`src/rtl/phys_reg_free_list.sv`:
```
// Physical-register free list: hands out rename tags at dispatch, reclaims them
// at retire, and rewinds its allocation pointer to a per-ROB-entry checkpoint.
module phys_reg_free_list #(
  parameter int NUM_PR   = 64,
  parameter int NUM_ARCH = 32,
  parameter int NUM_ROB  = 8,
  localparam int PR_W    = $clog2(NUM_PR),
  localparam int FL_SIZE = NUM_PR - NUM_ARCH,
  localparam int FL_IW   = $clog2(FL_SIZE),
  localparam int FL_W    = FL_IW + 1,
  localparam int ROB_W   = $clog2(NUM_ROB)
) (
  input  logic             clock,
  input  logic             reset,
  input  logic             en,
  input  logic             dispatch_req,
  input  logic [ROB_W-1:0] ROB_tail_idx,
  output logic             dispatch_grant,
  output logic [PR_W-1:0]  T_idx,
  input  logic             retire_en,
  input  logic [PR_W-1:0]  Told_idx,
  input  logic             rollback_en,
  input  logic [ROB_W-1:0] ROB_rollback_idx,
  output logic [FL_W-1:0]  free_count,
  output logic             empty
);

  logic [PR_W-1:0] list_q [FL_SIZE];
  logic [FL_W-1:0] head_q;
  logic [FL_W-1:0] tail_q;
  logic [FL_W-1:0] ckpt_q [NUM_ROB];

  logic [FL_W-1:0] head_inc;
  logic            full;
  logic            retire_ok;

  // Pointer difference is exact because the wrap bit distinguishes full from empty.
  assign free_count = tail_q - head_q;
  assign empty      = (free_count == '0);
  assign full       = (free_count == FL_W'(FL_SIZE));
  assign head_inc   = head_q + 1'b1;
  assign T_idx      = list_q[head_q[FL_IW-1:0]];

  // Request/grant: dispatch_req may be held for any number of cycles; a tag is
  // consumed exactly in a cycle where dispatch_grant is high, and T_idx in that
  // same cycle is the tag taken. Rollback and reset always win over dispatch.
  assign dispatch_grant = en & dispatch_req & ~empty & ~rollback_en & ~reset;

  // Retiring into a full list is an upstream bug; it is dropped rather than corrupting tail.
  assign retire_ok = en & retire_en & ~full;

  always_ff @(posedge clock) begin
    if (reset) begin
      for (int i = 0; i < FL_SIZE; i++) begin
        list_q[i] <= PR_W'(NUM_ARCH + i);
      end
      for (int r = 0; r < NUM_ROB; r++) begin
        ckpt_q[r] <= '0;
      end
      head_q <= '0;
      tail_q <= FL_W'(FL_SIZE);
    end else if (en) begin
      if (rollback_en) begin
        head_q <= ckpt_q[ROB_rollback_idx];
      end else if (dispatch_grant) begin
        head_q               <= head_inc;
        ckpt_q[ROB_tail_idx] <= head_inc;
      end
      if (retire_ok) begin
        list_q[tail_q[FL_IW-1:0]] <= Told_idx;
        tail_q                    <= tail_q + 1'b1;
      end
    end
  end

  a_no_retire_when_full: assert property (
    @(posedge clock) disable iff (reset) !(en && retire_en && full));

endmodule

```
`config.mk`:
```
export PLATFORM = sky130hd
export DESIGN_NAME = phys_reg_free_list
export DESIGN_NICKNAME = d
export VERILOG_FILES = /design/src/rtl/phys_reg_free_list.sv
export SDC_FILE = /design/constraint.sdc
export NUM_CORES = 1
export LEC_CHECK = 0
export BUFFER_PORTS_ARGS = -buffer_cell sky130_fd_sc_hd__buf_2
export CORE_ASPECT_RATIO = 0.75
export CORE_MARGIN = 2
export CORE_UTILIZATION = 31
export DETAILED_ROUTE_END_ITERATION = 8
export GPL_TIMING_DRIVEN = 0
export PLACE_DENSITY_LB_ADDON = 0.12
export SLEW_MARGIN = 20
export SYNTH_ARGS = -nofsm -noshare
export SYNTH_HDL_FRONTEND = slang
export SYNTH_SLANG_ARGS = --single-unit
```
`constraint.sdc`:
```
create_clock -name clock -period 4.2 [get_ports clock]
set_input_delay 0.63 -clock clock [delete_from_list [all_inputs] [get_ports clock]]
set_output_delay 0.63 -clock clock [all_outputs]
set_load 0.05 [all_outputs]
```
==> flow_summary.yaml, run 1 <==
global_routing:
  overflow: 0
  grtUsageTotal: 0.191
  grt_pass1_vias: 7588
  grt_pass1_wl_mm: 55.2
  grt_max_degree: 15
  antenna_found_initial: 0
placement:
  dp_cells: 1436
  hpwlAfterDp_mm: 28.2
  gp_congestion: 0.834
  portBuffers: 30
route:
  dr.pass1.iters: 5
  detail-route-antenna-nets: 0
  wire_per_inst_um: 25.4
  drt-initial-drc-count: 835
  vias: 7827
  routed_wl_mm: 37.8
  drc_errors: 0
  via_per_inst: 5.26
sta:
  setup_viol: 0
  rsz0062_at_grt: "no"
  fin_setup_tns_ns: 0
  timing.final.crit_share: 0.961
  fmax_mhz: 248
  maxSlewViolCount: 0
  fin_skew_ns: 0.0141
  slew_headroom: 0.270
  min_period_ns: 4.04
  hold_viol: 0
  worst_pin_slew_ns: 1.08
worst_setup_path:
  r2r-end: "list_q[23][3]"
  reg2reg_slack_ns: 0.27
  crit_required_ns: 3.57
  slowest_delay_ns: 0.58
  worstSetupStartpointType: "flop"
  worst_path_max_delay_cell: "mux4_2"
  worstPathArrival_ns: 3.41
  worstRegToRegCells: 9
  cpLargestDelayFamily: "multiplexers"
  worstPathMaxFanout: 10
  worstSetupPathType: "flop to primary output"
  endpoint_kind: "primary output"
  critPathBufInv: 3
  crit_chain: "buf_2, buf_4, mux4_2, mux4_2, mux2_2, buf_2"
  r2r_start: "head_q[2]"
power_and_ir_drop:
  vdd_drop_max_mv: 0.265
  leakagePower_uw: 0.00424
  powerDensity_nw_per_um2: 441
finish:
  drive_gt1_frac: 0.196
  diodes: 0
  area_delta_synth_final_pct: 14.4
  layout_commonest_cell: "edfxtp_1"
  mostFrequentLayoutCells: "240 x edfxtp_1, 154 x nand2_1, 137 x nor2_1"
  final_cells: 1488
  fin_nets: 983
  fillCellCount: 3757
synth:
  syn-instance-count: 893
  synth_edf_count: 240
  async_reset_ff_frac: 0
  synth.area.top_cells: "edfxtp_1 60%, mux4_2 13%, nand2_1 4.8%"
  synth_area_per_cell_um2: 13.5
  yosysSeqAreaShare: 0.626
  ys.flop_type: "edfxtp_1"
  synth_area_um2: 12100
  ys_ff_latch: 257
  synth.distinct_cells: 56
  synth_nets: 922
  synth_top_area_share: 0.598
  netlist.top_cell.by_area: "edfxtp_1"
  synth_warnings: 0
clock_network:
  cts_tree: "yes"
  cts.sinks: 257
  ctsHtreeMaxLevel: 1
  root_buffer: "clkbuf_16"
  cts_buffers: 29
  clkLatencyLatePin_ns: 0.56
  clk_pin_slew_ns: 0.06
  postCtsSetupRepairBufs: 0
  cts_buffer_depth: 3
min_path:
  hold_end: "list_q[21][2]"
  hold_class: "input pin to flop"
  hp-start: "Told_idx[2]"
  whs_path_depth: 3
die:
  die_area_um2: 40500
  die_w_um: 232
  num_rows: 62
  die_h_um: 175
  core-area_um2: 38300
  io_pins: 32
  start_util: 0.314
flow_run:
  drv_cap: 0
outcome:
  status: "complete, no violations"
-- synth_stat cells, drive strengths merged (2+ instances only) --
library cell and number:
buf 19, mux2i 5, mux4 72, nor3 13, inv 12, edfxtp 240, a21o 18, mux2 11
nand2b 15, a31o 2, nor2 137, nand2 155, and3 7, o211ai 3, nand3 11, xor2 2
dfxtp 17, ha 10, nor3b 4, or4 2, clkbuf 34, or3 6, o32ai 3, nand3b 2
xnor2 6, o21ai 31, or2 5, and2 22, a21oi 8, a21boi 2, nor4 5, o31ai 3
-- flip-flops by register name, indices dropped and copies added (netlist names), named ones only --
signal,count
ckpt_q,48
head_q,6
list_q,192
tail_q,6
-- metrics by stage --
stage	worst slack (ns)	utilization	instance area (µm²)	total power, µW	hold slack (ns)
after floorplan	0.371	-	12100	3400	0.475
after global placement	-0.160	0.335	12800	3650	0.496
after detailed placement	0.151	0.335	12900	3650	0.498
after CTS	0.0301	0.359	13800	6130	0.428
after global routing	0.0115	0.360	13800	6270	0.476
final	0.163	0.360	13800	6080	0.450
-- report_power, final --
part           total [µW]  internal (µW)  switching, µW
clock                2480           1430           1060
sequential           2900           2870           29.8
combinational         707            228            479
total                6080           4520           1560
-- routing by layer --
| layer | global-route usage | wire length (µm) | up-vias |
|---|---|---|---|
| met1 | 0.322 | 20200 | 4095 |
| met4 | 0.0353 | 643 | 0 |
| met2 | 0.246 | 14600 | 257 |
| met5 | 0 | 0 | - |
| met3 | 0.0370 | 2460 | 41 |
| li1 | - | - | 3434 |
-- layout make-up --
class / instances / area [µm²] / share of cell area
buffer: 52 / 239 / 0.0173
clock buffer: 37 / 776 / 0.0563
clock inverter: 16 / 136 / 0.00989
inverter: 12 / 50.0 / 0.00363
multi-input combinational: 571 / 4230 / 0.307
sequential: 257 / 7550 / 0.548
tap: 512 / 641 / 0.0465
timing repair buffer: 31 / 160 / 0.0116
-- cells by family after synthesis --
| logic type | after synthesis | share of synthesized area |
|---|---|---|
| xor+xnor | 8 | 0.00581 |
| flops | 257 | 0.626 |
| fa+ha+maj | 11 | 0.0120 |
| buf+inv | 65 | 0.0235 |
| compound gates | 77 | 0.0433 |
| simple gates | 387 | 0.140 |
| mux | 88 | 0.149 |
-- worst max path at each step --
stage	from	end	slack, ns	cells after the start
finish	flop	T_idx[0]	0.16	6
global route	head_q[0]	dispatch_grant	0.01	11
CTS	tail_q[0]	dispatch_grant	0.03	12
detailed placement	flop	T_idx[0]	0.15	6
global placement	head_q[2]	list_q[24][3]	-0.16	9
floorplan	tail_q[0]	list_q[20][0]	0.37	10
-- worst register-to-register path, stage by stage (launching register included) --
cell and delay, ns:
dfxtp_1 0.46, inv_1 0.08, ha_1 0.24, or2_1 0.25
o221a_1 0.23, a31o_1 0.26, o211ai_1 0.69, buf_2 0.39
nand2_1 0.19, o21ai_1 0.75
-- what timing repair did --
item	CTS	global route
gates cloned	0	0
endpoints found under the setup margin	7	15
hold endpoints to repair	0	0
hold buffers	0	0
resized for setup	5	8
(Power assumes the default switching activity.)
==> run 2, diff against run 1 <==
--- a/config.mk
+++ b/config.mk
@@ -9,9 +9,11 @@
 export CORE_ASPECT_RATIO = 0.75
 export CORE_MARGIN = 2
 export CORE_UTILIZATION = 31
+export CTS_BUF_LIST = sky130_fd_sc_hd__clkbuf_4 sky130_fd_sc_hd__clkbuf_8 sky130_fd_sc_hd__clkbuf_16
 export DETAILED_ROUTE_END_ITERATION = 8
 export GPL_TIMING_DRIVEN = 0
 export PLACE_DENSITY_LB_ADDON = 0.12
+export RECOVER_POWER = 100
 export SLEW_MARGIN = 20
 export SYNTH_ARGS = -nofsm -noshare
 export SYNTH_HDL_FRONTEND = slang
==> run 2 against run 1 <==
Cell area shrank 0.19%. Critical path type unchanged. Flip-flop and latch count is the same. Critical endpoint unchanged. Highest routed layer unchanged. Register-to-register slack gained 0.02 ns. Combinational power shrank 2%. First-iteration DRC count shrank 1.4%. Global-route usage is the same. Largest power group unchanged. Setup slack lost 0.020 ns. Die area is the same. Power grew 0.45%. Count of clock-buffer cells in the layout is the same. Critical path depth is the same. Via count shrank 0.72%.
==> flow_summary.yaml, run 2 (synthesis results as in run 1) <==
worst_setup_path:
  cpMostUsedCell: "mux4_2"
  worstPathMaxFanout: 10
  crit_required_ns: 3.57
  worstSetupStartpointType: "flop"
  worstPathArrival_ns: 3.43
  path_depth: 6
  worstRegToRegCells: 9
  critPathBufInv: 3
  worstSetupPathType: "flop to primary output"
  worst_path_max_delay_cell: "mux4_2"
  endpoint_kind: "primary output"
  cpLargestDelayFamily: "multiplexers"
  crit_chain: "buf_2, buf_4, mux4_2, mux4_2, mux2_2, clkbuf_2"
  slowest_delay_ns: 0.58
sta:
  rsz0062_at_grt: "no"
  fmax_mhz: 246
  slew_headroom: 0.110
  setup_viol: 0
  min_period_ns: 4.06
  worst_pin_slew_ns: 1.32
  fin_setup_tns_ns: 0
  hold_viol: 0
  timing.final.crit_share: 0.966
  fin_skew_ns: 0.0152
  maxSlewViolCount: 0
global_routing:
  grt_max_degree: 15
  grtUsageTotal: 0.191
  antenna_found_initial: 0
  grt_pass1_wl_mm: 55.2
  grt_pass1_vias: 7590
  overflow: 0
finish:
  reg_top3: "list_q: 192 flops, ckpt_q: 48 flops"
  top_register: "list_q"
  drive_gt1_frac: 0.183
  fin_nets: 983
  layout_commonest_cell: "edfxtp_1"
  mostFrequentLayoutCells: "240 x edfxtp_1, 154 x nand2_1, 137 x nor2_1"
  diodes: 0
  fillCellCount: 3760
  area_delta_synth_final_pct: 14.2
  largest_reg_flops: 192
power_and_ir_drop:
  switching_share: 0.256
  powerDensity_nw_per_um2: 444
  vdd_drop_max_mv: 0.277
  total_power_uw: 6110
  clkPwrFrac: 0.413
  p_switching_uw: 1560
  leakagePower_uw: 0.00418
  p_comb_frac: 0.113
  power.internal_uw: 4550
  power_frac_seq: 0.474
placement:
  portBuffers: 30
  hpwlAfterDp_mm: 28.2
  gp_congestion: 0.834
clock_network:
  root_buffer: "clkbuf_16"
  clkLatencyLatePin_ns: 0.56
  cts_buffer_depth: 3
  clk_pin_slew_ns: 0.06
  cts_tree: "yes"
  cts_buffers: 29
  cts.sinks: 257
  ctsHtreeMaxLevel: 1
min_path:
  hold_class: "input pin to flop"
  whs_path_depth: 3
route:
  vias: 7771
  routed_wl_mm: 37.8
  drt-initial-drc-count: 823
  wire_per_inst_um: 25.4
  via_per_inst: 5.22
  dr.pass1.iters: 5
  drc_errors: 0
  detail-route-antenna-nets: 0
die:
  io_pins: 32
  die_h_um: 175
  core-area_um2: 38300
  start_util: 0.314
  die_area_um2: 40500
  die_w_um: 232
  num_rows: 62
flow_run:
  drv_cap: 0
outcome:
  status: "complete, no violations"
==> run 2: cell types whose count changed in the layout (fill, tap and decap cells not counted), sizes merged <==
| cell | delta |
|---|---|
| buf | -17 |
| clkbuf | +17 |
==> run 2: timing repair <==
action,4_1_cts,5_1_grt
setup endpoints to repair,7,15
hold buffers,0,0
setup buffers,0,0
gates resized for setup,5,8
pin swaps,0,0
cloned,0,0
==> run 2: area by class of cell <==
class,instances,area [µm²],share of cell area
Clock buffer,37,798,0.0580
Tap cell,512,641,0.0466
Inverter,12,50.0,0.00364
Multi-Input combinational cell,571,4200,0.305
Clock inverter,16,136,0.00991
Sequential cell,257,7550,0.549
Timing Repair Buffer,31,150,0.0109
Buffer,52,231,0.0168
==> run 2: path summary, 6_finish.rpt <==
path	from	endpoint	slack (ns)
hold / removal	Told_idx[2]	list_q[21][2]	0.45
hold reg to reg	head_q[5]	head_q[5]	0.50
setup reg to reg	head_q[2]	list_q[23][2]	0.29
setup / recovery	flop	T_idx[0]	0.14
==> run 2: tightest hold or removal path, cell delays in order <==
cell and delay, ns:
buf_2 0.11, nor2_1 0.10, nand2_1 0.07
==> run 2: through the flow <==
stage          worst slack, ns  area [µm²]  utilization  hold WS, ns  instances
2_1_floorplan            0.371       12100            -        0.475        893
3_3_place_gp            -0.160       12800        0.335        0.496       1435
3_5_place_dp             0.151       12900        0.335        0.498       1436
4_1_cts                 0.0301       13800        0.360        0.428       1488
5_1_grt                0.00746       13800        0.359        0.476       1488
6_report                 0.142       13800        0.359        0.449       1488
==> run 2: metal layers <==
metal	track usage	vias to the layer above	routed length, µm
met4	0.0353	0	626
met3	0.0370	40	2390
met5	0	-	0
li1	-	3438	-
met2	0.246	247	14600
met1	0.322	4046	20100
==> run 2: power groups by stage <==
| stage | combinational (µW) | sequential (µW) | clock, µW |
|---|---|---|---|
| after floorplan | 462 | 2930 | 0 |
| after global placement | 701 | 2950 | 0 |
| after detailed placement | 700 | 2950 | 0 |
| after CTS | 703 | 2900 | 2570 |
| after global routing | 732 | 2900 | 2660 |
| final | 692 | 2900 | 2520 |
